==> src/rtl/qed_dup_scheduler.sv <==
// qed_dup_scheduler: alternates ORIG/DUP phases for QED instruction duplication and pulses qed_check after each drain.
module qed_dup_scheduler #(
  parameter int MAX_ORIG = 16,
  parameter int CNT_W    = 5
) (
  input  logic             clk,
  input  logic             rst,
  input  logic             ena,
  input  logic             stall_IF,
  input  logic             ifu_vld,
  input  logic             vld_out,
  input  logic             orig_done,
  output logic             exec_dup,
  output logic             qed_check,
  output logic [CNT_W-1:0] pending,
  output logic [1:0]       sched_state
);
  typedef enum logic [1:0] {IDLE = 2'd0, ORIG = 2'd1, DUP = 2'd2, CHECK = 2'd3} state_t;
  localparam logic [CNT_W-1:0] MAX_CNT = CNT_W'(MAX_ORIG);
  state_t           r_state, w_state_nxt;
  logic [CNT_W-1:0] r_pending, w_pending_nxt, w_sum, w_dif;
  logic             w_issue_o, w_issue_d;
  assign w_issue_o = (r_state == ORIG) & ifu_vld & ~stall_IF;
  assign w_issue_d = (r_state == DUP) & vld_out & ~stall_IF & (r_pending != '0);
  assign w_sum     = r_pending + CNT_W'(w_issue_o);
  assign w_dif     = r_pending - CNT_W'(w_issue_d);
  always_comb begin
    w_state_nxt   = r_state;
    w_pending_nxt = '0;
    case (r_state)
      IDLE:  w_state_nxt = ena ? ORIG : IDLE;
      ORIG: begin
        w_pending_nxt = w_sum;
        w_state_nxt   = (w_sum == MAX_CNT || (w_sum != '0 && (orig_done || !ena))) ? DUP :
                        !ena ? IDLE : ORIG;
      end
      DUP: begin
        w_pending_nxt = w_dif;
        w_state_nxt   = (w_dif == '0) ? CHECK : DUP;
      end
      default: w_state_nxt = ena ? ORIG : IDLE;
    endcase
  end
  always_ff @(posedge clk or posedge rst) begin
    if (rst) begin
      r_state   <= IDLE;
      r_pending <= '0;
    end else begin
      r_state   <= w_state_nxt;
      r_pending <= w_pending_nxt;
    end
  end
  assign exec_dup    = (r_state == DUP);
  assign qed_check   = (r_state == CHECK);
  assign pending     = r_pending;
  assign sched_state = r_state;
endmodule

==> config.mk <==
export PLATFORM = sky130hd
export DESIGN_NAME = qed_dup_scheduler
export DESIGN_NICKNAME = d
export VERILOG_FILES = /design/src/rtl/qed_dup_scheduler.sv
export SDC_FILE = /design/constraint.sdc
export NUM_CORES = 1
export LEC_CHECK = 0
export CAP_MARGIN = 20
export CORE_UTILIZATION = 30
export DETAILED_ROUTE_END_ITERATION = 7
export DONT_BUFFER_PORTS = 1
export MAX_ROUTING_LAYER = met4
export SYNTH_ARGS = -nofsm -noshare
export SYNTH_HDL_FRONTEND = slang
export SYNTH_SLANG_ARGS = --single-unit
==> constraint.sdc <==
create_clock -name clk -period 2.7 [get_ports clk]
set_clock_uncertainty 0.2 [all_clocks]
set_input_delay 0.675 -clock clk [delete_from_list [all_inputs] [get_ports clk]]
set_output_delay 0.675 -clock clk [all_outputs]
set_load 0.03 [all_outputs]
==> qor.csv, run 1 <==
stage;metric;value;unit
sta;rsz0062_at_grt;yes;
synthesis;avgSynthCellArea;9.03;µm²
global_routing;overflow;0;
hold_path;hold_path.class;in -> async;
critical_path;crit_type;reg -> reg;
synthesis;synth_cell_types;23;
power;power_frac_clock;23.4;%
cells_and_area;final_nets;84;
sta;fmaxAchievable;384;MHz
cts;insertion_delay;0.25;ns
power;ir_drop;0.230;mV
synthesis;synth_warnings;0;
power;combPwrFrac;45.8;%
global_routing;grt_pass1_wl;1680;µm
critical_path;r2r-start;sched_state[1]$_DFF_PP0_;
synthesis;synth-seq-cells;7;
placement;io_buffers;0;
die;design.die.area;2010;µm²
critical_path;setup.worst_path.start;sched_state[1]$_DFF_PP0_;
sta;fin_ws;0.0930;ns
critical_path;reg2reg_depth;9;
cells_and_area;drive_above_1_share;23.2;%
placement;hpwl;904;µm
cells_and_area;area_delta_synth_final;17.3;%
global_routing;grt_usage;12.8;%
critical_path;worstPathMaxFanout;2;
critical_path;crit_cells;9;
cts;cts_buffers;3;
placement;place_congestion;0.814;
power;p_sw_share;37.9;%
drt;routed_wirelength;1100;µm
critical_path;path_buf_inv;1;
critical_path;crit_chain;inv_1, ha_2, nand2_1, nor2_1, ha_2, ha_1, or4_4, mux2_4, a31o_1;
cts;clock-sinks;7;
drt;antenna_left;0;
cts;cts-root-buf;clkbuf_4;
die;placement_rows;15;
sta;fin_crit;2.61;ns
cells_and_area;num_antenna_cells;0;
power;powerDensity;625;nW/µm²
synthesis;seq_area_frac_synth;31.8;%
sta;tightest_slew;0.436;ns
run_status;status;complete, no violations;
drt;wl_per_cell;11.7;µm
cts;post_cts_buffers;0;
cells_and_area;mostFrequentLayoutCells;nand2_1 (7), inv_1 (6), buf_4 (6);
critical_path;slowest_stage;or4_4;
die;die_w;44.8;µm
global_routing;grt_pass1_vias;394;
critical_path;crit_family;simple AND/OR/NAND/NOR gates;
cts;holdBufCountCts;0;
cts;htree_levels;1;
sta;period_share;96.6;%
die;die_y;44.8;µm
die;ios;16;
sta;relSlewSlack;70.9;%
global_routing;antenna_found_initial;0;
drt;drt_iter0_drc;6;
sta;slew_violations;0;
drt;drt-pass1-iter-count;4;
cells_and_area;final_util;37.4;%
critical_path;critical_path.max_stage_delay;0.54;ns
synthesis;synth_nets;75;
cts;clk_pin_slew;0.05;ns
power;seqPwrFrac;30.8;%
drt;via_per_inst;4.51;
power;p_leak;0.283;nW
critical_path;cp.required;2.63;ns
die;start_util;31.9;%
die;core;1730;µm²
critical_path;arrival;2.54;ns
critical_path;start_kind;flop;
cts;cts.path.max_buffers;2;
sta;hold_violations;0;
power;internal-power;0.251;mW
power;switchingPower;0.153;mW
critical_path;cpMostUsedCell;ha_2;
sta;final-setup-viol-count;0;
drt;drc;0;
synthesis;synthCells;61;
synthesis;synthesis.area;551;µm²
run;cap_violations;0;
global_routing;grt_max_degree;10;
drt;route.vias.total;424;
cells_and_area;final_common_cell;nand2_1;
cts;cts_tree;yes;
placement;place_ws;0.0443;ns
critical_path;worst_setup_path_end_kind;flop;
cts;cts_resized;0;
path summary, 6_finish.rpt:
check	slack [ns]	end
min in group clk	0.38	sched_state[0]$_DFF_PP0_
max in group asynchronous	2.01	sched_state[0]$_DFF_PP0_
hold reg to reg	0.55	pending[0]$_DFF_PP0_
setup / recovery	0.09	sched_state[0]$_DFF_PP0_
setup reg to reg	0.09	sched_state[0]$_DFF_PP0_
hold / removal	0.05	pending[0]$_DFF_PP0_
per-stage QoR:
stage	cells	setup TNS [ns]	hold WS, ns	power [mW]	area (µm²)
floorplan	61	0	0.278	0.257	556
global route	94	-0.0141	0.0482	0.431	646
CTS	94	0	0.0555	0.407	643
detailed placement	90	0	0.323	0.311	617
global placement	90	0	0.317	0.309	617
finish	94	0	0.0508	0.404	646
cell families after synthesis:
family | Yosys count | share of synthesized area, %
buffers and inverters | 8 | 6.82
AO/OA/AOI/OAI | 9 | 10.7
multiplexers | 1 | 2.73
flip-flops | 7 | 31.8
adder cells (fa/ha/maj) | 7 | 15.9
AND/OR/NAND/NOR | 23 | 22.5
XOR/XNOR | 6 | 9.55
worst register-to-register path, delay by kind of cell, from the launching register on:
family          cells  cell delay (ns)
compound gates      1             0.22
mux                 1             0.31
flops               1             0.40
buf+inv             1             0.06
simple gates        3             0.69
fa+ha+maj           3             0.63
cell usage after synthesis, drive strengths merged:
cell | instances | area share, %
clkbuf | 1 | 0.68
nor2b | 1 | 1.1
xor2 | 3 | 4.8
dfrtp | 7 | 32
buf | 1 | 2.0
a22oi | 2 | 2.7
or4 | 1 | 2.0
nor2 | 5 | 3.4
a21oi | 4 | 3.6
mux2 | 1 | 2.7
nand2 | 7 | 4.8
ha | 7 | 16
nand3b | 1 | 1.4
a31o | 1 | 1.6
inv | 6 | 4.1
nand2b | 4 | 4.5
nand3 | 2 | 2.7
xnor2 | 3 | 4.8
nand4b | 1 | 1.6
nor3 | 1 | 0.91
o41ai | 1 | 1.6
o22ai | 1 | 1.1
power groups by stage:
stage,clock network [mW],registers (mW),logic [mW]
after floorplan,0,0.153,0.104
after global placement,0,0.126,0.183
after detailed placement,0,0.126,0.185
after CTS,0.0977,0.124,0.185
after global routing,0.107,0.126,0.199
final,0.0947,0.124,0.185
metal layers:
metal | track usage [%] | share of wire, %
met5 | - | 0
met4 | 9.09 | 1.5
met3 | 2.80 | 2.8
met2 | 18.8 | 50
met1 | 15.5 | 46
sequential cells by signal, indices dropped and copies added (netlist names):
register,count
pending,5
sched_state,2
layout make-up:
type	instances	area, µm²
fill	185	1080
multi-input combinational	46	343
tap	25	31.3
sequential	7	178
clock buffer	4	26.3
inverter	6	22.5
timing repair buffer	6	45.0
Power figures use the tool's default switching activity.
==> run 2: changes to the inputs <==
==> constraint.sdc (replaced) <==
create_clock -name clk -period 2.4 [get_ports clk]
set_clock_uncertainty 0.2 [all_clocks]
set_input_delay 0.6 -clock clk [delete_from_list [all_inputs] [get_ports clk]]
set_output_delay 0.6 -clock clk [all_outputs]
set_load 0.03 [all_outputs]
==> run 2 against run 1 <==
Against the previous run: the flow now finishes with violations (setup timing); critical endpoint unchanged; sequential cell count did not move; global-route usage rose by 2.0 points; maximum frequency rose by 2.4%; routed wire length rose by 15%.
==> qor.csv, run 2 (same netlist as run 1, synthesis figures left out) <==
stage;metric;value;unit;change
run_status;status;finished with violations;;
run_status;violations;setup timing;;
global_routing;grt_pass1_vias;447;;+13%
hold_path;whs_path_depth;1;;
drt;wl_per_cell;12.6;µm;+8.0%
power;p_sw_share;38.6;%;+0.75 points
sta;setup_tns;-0.169;ns;-0.169 ns
cts;cts_resized;0;;unchanged
cells_and_area;area_delta_synth_final;30.0;%;
placement;post_dp_cell_area;679;µm²;+10%
power;power_frac_clock;22.2;%;-1.2 points
sta;relSlewSlack;79.1;%;+8.2 points
drt;drt-pass1-iter-count;8;;+4
cts;clock-sinks;7;;unchanged
power;internal-power;0.298;mW;+19%
power;combPwrFrac;48.1;%;+2.3 points
global_routing;overflow;0;;unchanged
drt;drc;0;;unchanged
critical_path;regToRegEndpoint;sched_state[0]$_DFF_PP0_;;
sta;period_share;106;%;+9.6 points
drt;routed_wirelength;1260;µm;+15%
global_routing;antenna_found_initial;0;;unchanged
die;die_w;44.8;µm;unchanged
critical_path;worst_setup_path_end_kind;flop;;
critical_path;reg2reg_slack;-0.15;ns;-0.24 ns
critical_path;arrival;2.48;ns;-0.06 ns
sta;fmaxAchievable;393;MHz;+2.4%
critical_path;r2r-start;sched_state[1]$_DFF_PP0_;;
cells_and_area;num_antenna_cells;0;;unchanged
cells_and_area;largest_register_ff_count;5;;unchanged
critical_path;cp.required;2.34;ns;-0.29 ns
sta;rsz0062_at_grt;yes;;
cts;cts_buffers;3;;unchanged
critical_path;crit_type;reg -> reg;;
critical_path;worstPathMaxFanout;2;;unchanged
placement;io_buffers;0;;unchanged
sta;slew_violations;0;;unchanged
global_routing;grt_usage;14.8;%;+2.0 points
power;ir_drop;0.290;mV;+26%
drt;antenna_left;0;;unchanged
sta;final-setup-viol-count;2;;+2
cells_and_area;final_cell_area;716;µm²;+11%
placement;hpwl;1040;µm;+15%
die;placement_rows;15;;unchanged
cells_and_area;drive_above_1_share;30.7;%;+7.5 points
critical_path;reg2reg_depth;10;;+1
sta;fin_ws;-0.147;ns;-0.240 ns
sta;fin_crit;2.55;ns;-0.0603 ns
drt;drt_iter0_drc;24;;+18
die;die_y;44.8;µm;unchanged
cells_and_area;final_nets;90;;+7.1%
cells_and_area;final_common_cell;buf_4;;
power;switchingPower;0.188;mW;+23%
critical_path;start_kind;flop;;
cells_and_area;mostFrequentLayoutCells;buf_4 (11), nand2_1 (7), inv_1 (5), nor2_1 (5), dfrtp_1 (5);;
run;cap_violations;0;;unchanged
cts;cts_tree;yes;;
cells_and_area;fillers;177;;-4.3%
cts;clk_pin_slew;0.06;ns;about the same
cts;cts.path.max_buffers;2;;unchanged
cts;htree_levels;1;;unchanged
placement;place_congestion;0.805;;-1.1%
global_routing;grt_pass1_wl;2010;µm;+19%
hold_path;hold_path.class;in -> reg;;
drt;via_per_inst;4.67;;+3.5%
power;p_leak;0.313;nW;+11%
die;core;1730;µm²;unchanged
hold_path;hp-start;ena;;
hold_path;hold_end;sched_state[0]$_DFF_PP0_;;
die;design.die.area;2010;µm²;unchanged
cts;insertion_delay;0.25;ns;about the same
power;seqPwrFrac;29.7;%;-1.1 points
sta;tightest_slew;0.310;ns;-0.127 ns
die;ios;16;;unchanged
cts;cts-root-buf;clkbuf_4;;
power;totalPowerFinal;0.486;mW;+20%
drt;route.vias.total;467;;+10%
sta;hold_violations;0;;unchanged
global_routing;grt_max_degree;9;;-1
die;start_util;31.9;%;unchanged
cts;post_cts_buffers;0;;unchanged
power;powerDensity;679;nW/µm²;+8.6%
==> run 2: worst max path at each step <==
stage / start / end / slack, ns
3_3_place_gp: ifu_vld / sched_state[0]$_DFF_PP0_ / -0.12
5_1_grt: sched_state[1]$_DFF_PP0_ / sched_state[0]$_DFF_PP0_ / -0.21
4_1_cts: sched_state[1]$_DFF_PP0_ / sched_state[0]$_DFF_PP0_ / -0.15
6_report: sched_state[1]$_DFF_PP0_ / sched_state[0]$_DFF_PP0_ / -0.15
3_5_place_dp: ifu_vld / sched_state[0]$_DFF_PP0_ / -0.14
2_1_floorplan: sched_state[1]$_DFF_PP0_ / sched_state[0]$_DFF_PP0_ / -0.21
==> run 2: cell type report <==
| cell class | count | area (µm²) | share of cell area, % |
|---|---|---|---|
| Clock buffer | 4 | 26.3 | 3.67 |
| Inverter | 6 | 22.5 | 3.15 |
| Sequential cell | 7 | 178 | 24.8 |
| Multi-Input combinational cell | 46 | 365 | 51.0 |
| Tap cell | 25 | 31.3 | 4.37 |
| Timing Repair Buffer | 12 | 92.6 | 12.9 |
==> run 2: per-stage QoR <==
step	instances	util, %	hold slack, ns	setup slack [ns]
after floorplan	61	-	0.203	-0.213
after global placement	95	39.3	0.243	-0.118
after detailed placement	95	39.3	0.255	-0.143
after CTS	100	41.4	0.303	-0.148
after global routing	100	41.4	0.287	-0.209
final	100	41.4	0.307	-0.147
==> run 2: power groups by stage <==
| stage | clock network [mW] | registers, mW | logic, mW |
|---|---|---|---|
| after global placement | 0 | 0.147 | 0.228 |
| after global routing | 0.122 | 0.146 | 0.256 |
| after CTS | 0.111 | 0.145 | 0.237 |
| final | 0.108 | 0.144 | 0.234 |
| after floorplan | 0 | 0.177 | 0.127 |
| after detailed placement | 0 | 0.147 | 0.234 |
==> run 2: repair_timing <==
item                                   CTS  global route
pin swaps                                0             0
setup endpoints to repair                2             2
hold buffers                             1             0
endpoints found under the hold margin    7             0
==> run 2: metal layers <==
| metal | vias up | GRT usage [%] | routed length [µm] |
|---|---|---|---|
| li1 | 232 | - | - |
| met3 | 0 | 4.40 | 45 |
| met1 | 225 | 17.2 | 550 |
| met2 | 10 | 23.2 | 665 |
| met5 | - | - | 0 |
| met4 | 0 | 7.27 | 0 |
==> run 2: worst max-delay path: stages, from the launching register on <==
cell,delay (ns)
dfrtp_2,0.41
inv_2,0.06
ha_4,0.12
nand2_1,0.05
nor2_1,0.09
ha_2,0.22
nand3_2,0.08
xnor2_1,0.16
or4_4,0.50
mux2_4,0.32
a31o_1,0.22
==> run 3: changes to the inputs <==
--- a/config.mk
+++ b/config.mk
@@ -6,8 +6,9 @@
 export NUM_CORES = 1
 export LEC_CHECK = 0
 export CAP_MARGIN = 20
-export CORE_UTILIZATION = 30
+export CORE_AREA = 2 2 39 41
 export DETAILED_ROUTE_END_ITERATION = 7
+export DIE_AREA = 0 0 41 43
 export DONT_BUFFER_PORTS = 1
 export MAX_ROUTING_LAYER = met4
 export SYNTH_ARGS = -nofsm -noshare
==> run 3 against run 2 <==
Against the previous run: the run still ends with setup timing left; non-clock buffer count grew 2; combinational power up 6%; clock power is essentially flat; die area decreased by 12%; routed wire length is 3.2% lower; total power up 3.1%; global-route usage increased by 1.7 points; sequential power hardly changed; maximum frequency is 1.5% higher; critical path depth unchanged; first-iteration DRC count shrank 46%; worst hold slack got worse by 0.020 ns; critical path type unchanged.
==> qor.csv, run 3 (same netlist as run 1, synthesis figures left out) <==
stage;metric;value;unit;change
global_routing;grt_most_used_layer;met2;;
die;start_util;39.8;%;+7.9 points
drt;wl_per_cell;13.1;µm;+4.1%
critical_path;worst_setup_path_end_kind;flop;;
sta;hold_violations;0;;unchanged
cells_and_area;area_delta_synth_final;35.9;%;
sta;rsz0062_at_grt;yes;;
cells_and_area;final_util;54.1;%;+13 points
cts;cts_tree;yes;;
placement;hpwl;1010;µm;-2.3%
cells_and_area;final_nets;92;;+2.2%
die;design.die.area;1760;µm²;-12%
cts;clock-sinks;7;;unchanged
run_status;status;finished with violations;;
die;core;1380;µm²;-20%
global_routing;grt_pass1_vias;457;;+2.2%
die;die_w;41;µm;-8.6%
power;p_leak;0.341;nW;+8.9%
cts;cts-root-buf;clkbuf_4;;
global_routing;antenna_found_initial;0;;unchanged
global_routing;use_met1;21.2;%;+4.0 points
placement;io_buffers;0;;unchanged
cts;clk_pin_slew;0.05;ns;about the same
sta;slew_violations;0;;unchanged
drt;route.vias.total;484;;+3.6%
cts;cts_buffers;3;;unchanged
global_routing;grt_max_degree;9;;unchanged
sta;tightest_slew;0.326;ns;+0.0167 ns
sta;fmaxAchievable;399;MHz;+1.5%
cells_and_area;drive_above_1_share;40.3;%;+9.6 points
critical_path;crit_type;reg -> reg;;
die;die_y;43;µm;-4.1%
global_routing;grt_pass1_wl;1880;µm;-6.2%
power;ir_drop;0.362;mV;+25%
drt;via_per_inst;5.20;;+11%
cells_and_area;num_antenna_cells;0;;unchanged
drt;drt_iter0_drc;13;;-46%
cts;htree_levels;1;;unchanged
drt;drc;0;;unchanged
cells_and_area;mostFrequentLayoutCells;buf_4 (13), nand2_1 (6), inv_1 (5), dfrtp_1 (5);;
power;powerDensity;670;nW/µm²;-1.4%
drt;routed_wirelength;1220;µm;-3.2%
cells_and_area;final_cell_area;748;µm²;+4.5%
sta;relSlewSlack;78.0;%;-1.1 points
sta;final-setup-viol-count;2;;unchanged
cells_and_area;largest_register_ff_count;5;;unchanged
critical_path;cp.required;2.35;ns;about the same
drt;antenna_left;0;;unchanged
cts;insertion_delay;0.26;ns;about the same
sta;fin_ws;-0.109;ns;+0.0373 ns
cells_and_area;final_common_cell;buf_4;;
global_routing;grt_usage;16.5;%;+1.7 points
critical_path;start_kind;flop;;
drt;drt-pass1-iter-count;4;;-4
global_routing;use_met2;24.7;%;+1.5 points
run;cap_violations;0;;unchanged
die;placement_rows;14;;-1
global_routing;overflow;0;;unchanged
placement;place_congestion;0.821;;+2.0%
run_status;violations;setup timing;;
critical_path;arrival;2.46;ns;-0.02 ns
placement;post_dp_cell_area;676;µm²;-0.55%
sta;period_share;105;%;-1.6 points
global_routing;grt_use_met3;5.24;%;+0.84 points
power;totalPowerFinal;0.501;mW;+3.1%
critical_path;worstPathMaxFanout;2;;unchanged
cts;cts.path.max_buffers;2;;unchanged
hold_path;hold_path.class;in -> reg;;
sta;fin_crit;2.51;ns;-0.0373 ns
die;ios;16;;unchanged
[run 3: timing repair]
action                                 4_1_cts  5_1_grt
endpoints found under the hold margin        7        0
pin swaps                                    0        2
setup buffers                                0        1
hold buffers                                 1        0
setup endpoints to repair                    2        3
gates cloned                                 0        0
gates resized for setup                      0        6
[run 3: metal layers]
metal,wire [µm],share of wire (%),vias up
li1,-,-,241
met1,548,45,231
met2,615,50,10
met3,46,3.8,2
met4,11,0.90,0
met5,0,0,-
[run 3: cell type report]
class,count,area (µm²)
tap,16,20.0
timing repair buffer,14,108
inverter,6,22.5
clock buffer,4,26.3
fill,134,636
sequential,7,178
multi-input combinational,46,394
[run 3: worst max-delay path, stage by stage (launching register included)]
cell and delay, ns:
dfrtp_2 0.40, inv_2 0.06, ha_4 0.13, nand2_2 0.05, nor2_2 0.07, ha_2 0.21, nand3_2 0.10, xnor2_2 0.16
or4_4 0.49, mux2_4 0.31, a31o_1 0.21
[run 3: final timing paths]
kind / slack [ns] / from / cells after the start / to
max: -0.11 / sched_state[1]$_DFF_PP0_ / 10 / sched_state[0]$_DFF_PP0_
min: 0.29 / ena / 1 / sched_state[0]$_DFF_PP0_
min in group asynchronous: 0.52 / rst / 2 / pending[3]$_DFF_PP0_
max reg2reg: -0.11 / sched_state[1]$_DFF_PP0_ / 10 / sched_state[0]$_DFF_PP0_
max in group asynchronous: 1.24 / rst / 2 / sched_state[0]$_DFF_PP0_
min reg2reg: 0.53 / pending[0]$_DFF_PP0_ / 3 / pending[0]$_DFF_PP0_
[run 3: through the flow]
step                      worst slack (ns)  cells  TNS [ns]  hold slack (ns)
final                               -0.109     93    -0.183            0.287
after global routing                -0.213     93    -0.389            0.303
after CTS                           -0.121     92    -0.125            0.293
after detailed placement            -0.113     87    -0.113            0.247
after global placement              -0.112     87    -0.129            0.247
after floorplan                     -0.213     61    -0.295            0.203
[run 3: power breakdown]
part	leakage (nW)	switching, mW	internal, mW	total [mW]
Clock	0.0150	0.0458	0.0636	0.109
Sequential	0.0930	0.0119	0.133	0.145
Combinational	0.233	0.136	0.111	0.247
Total	0.341	0.194	0.307	0.501
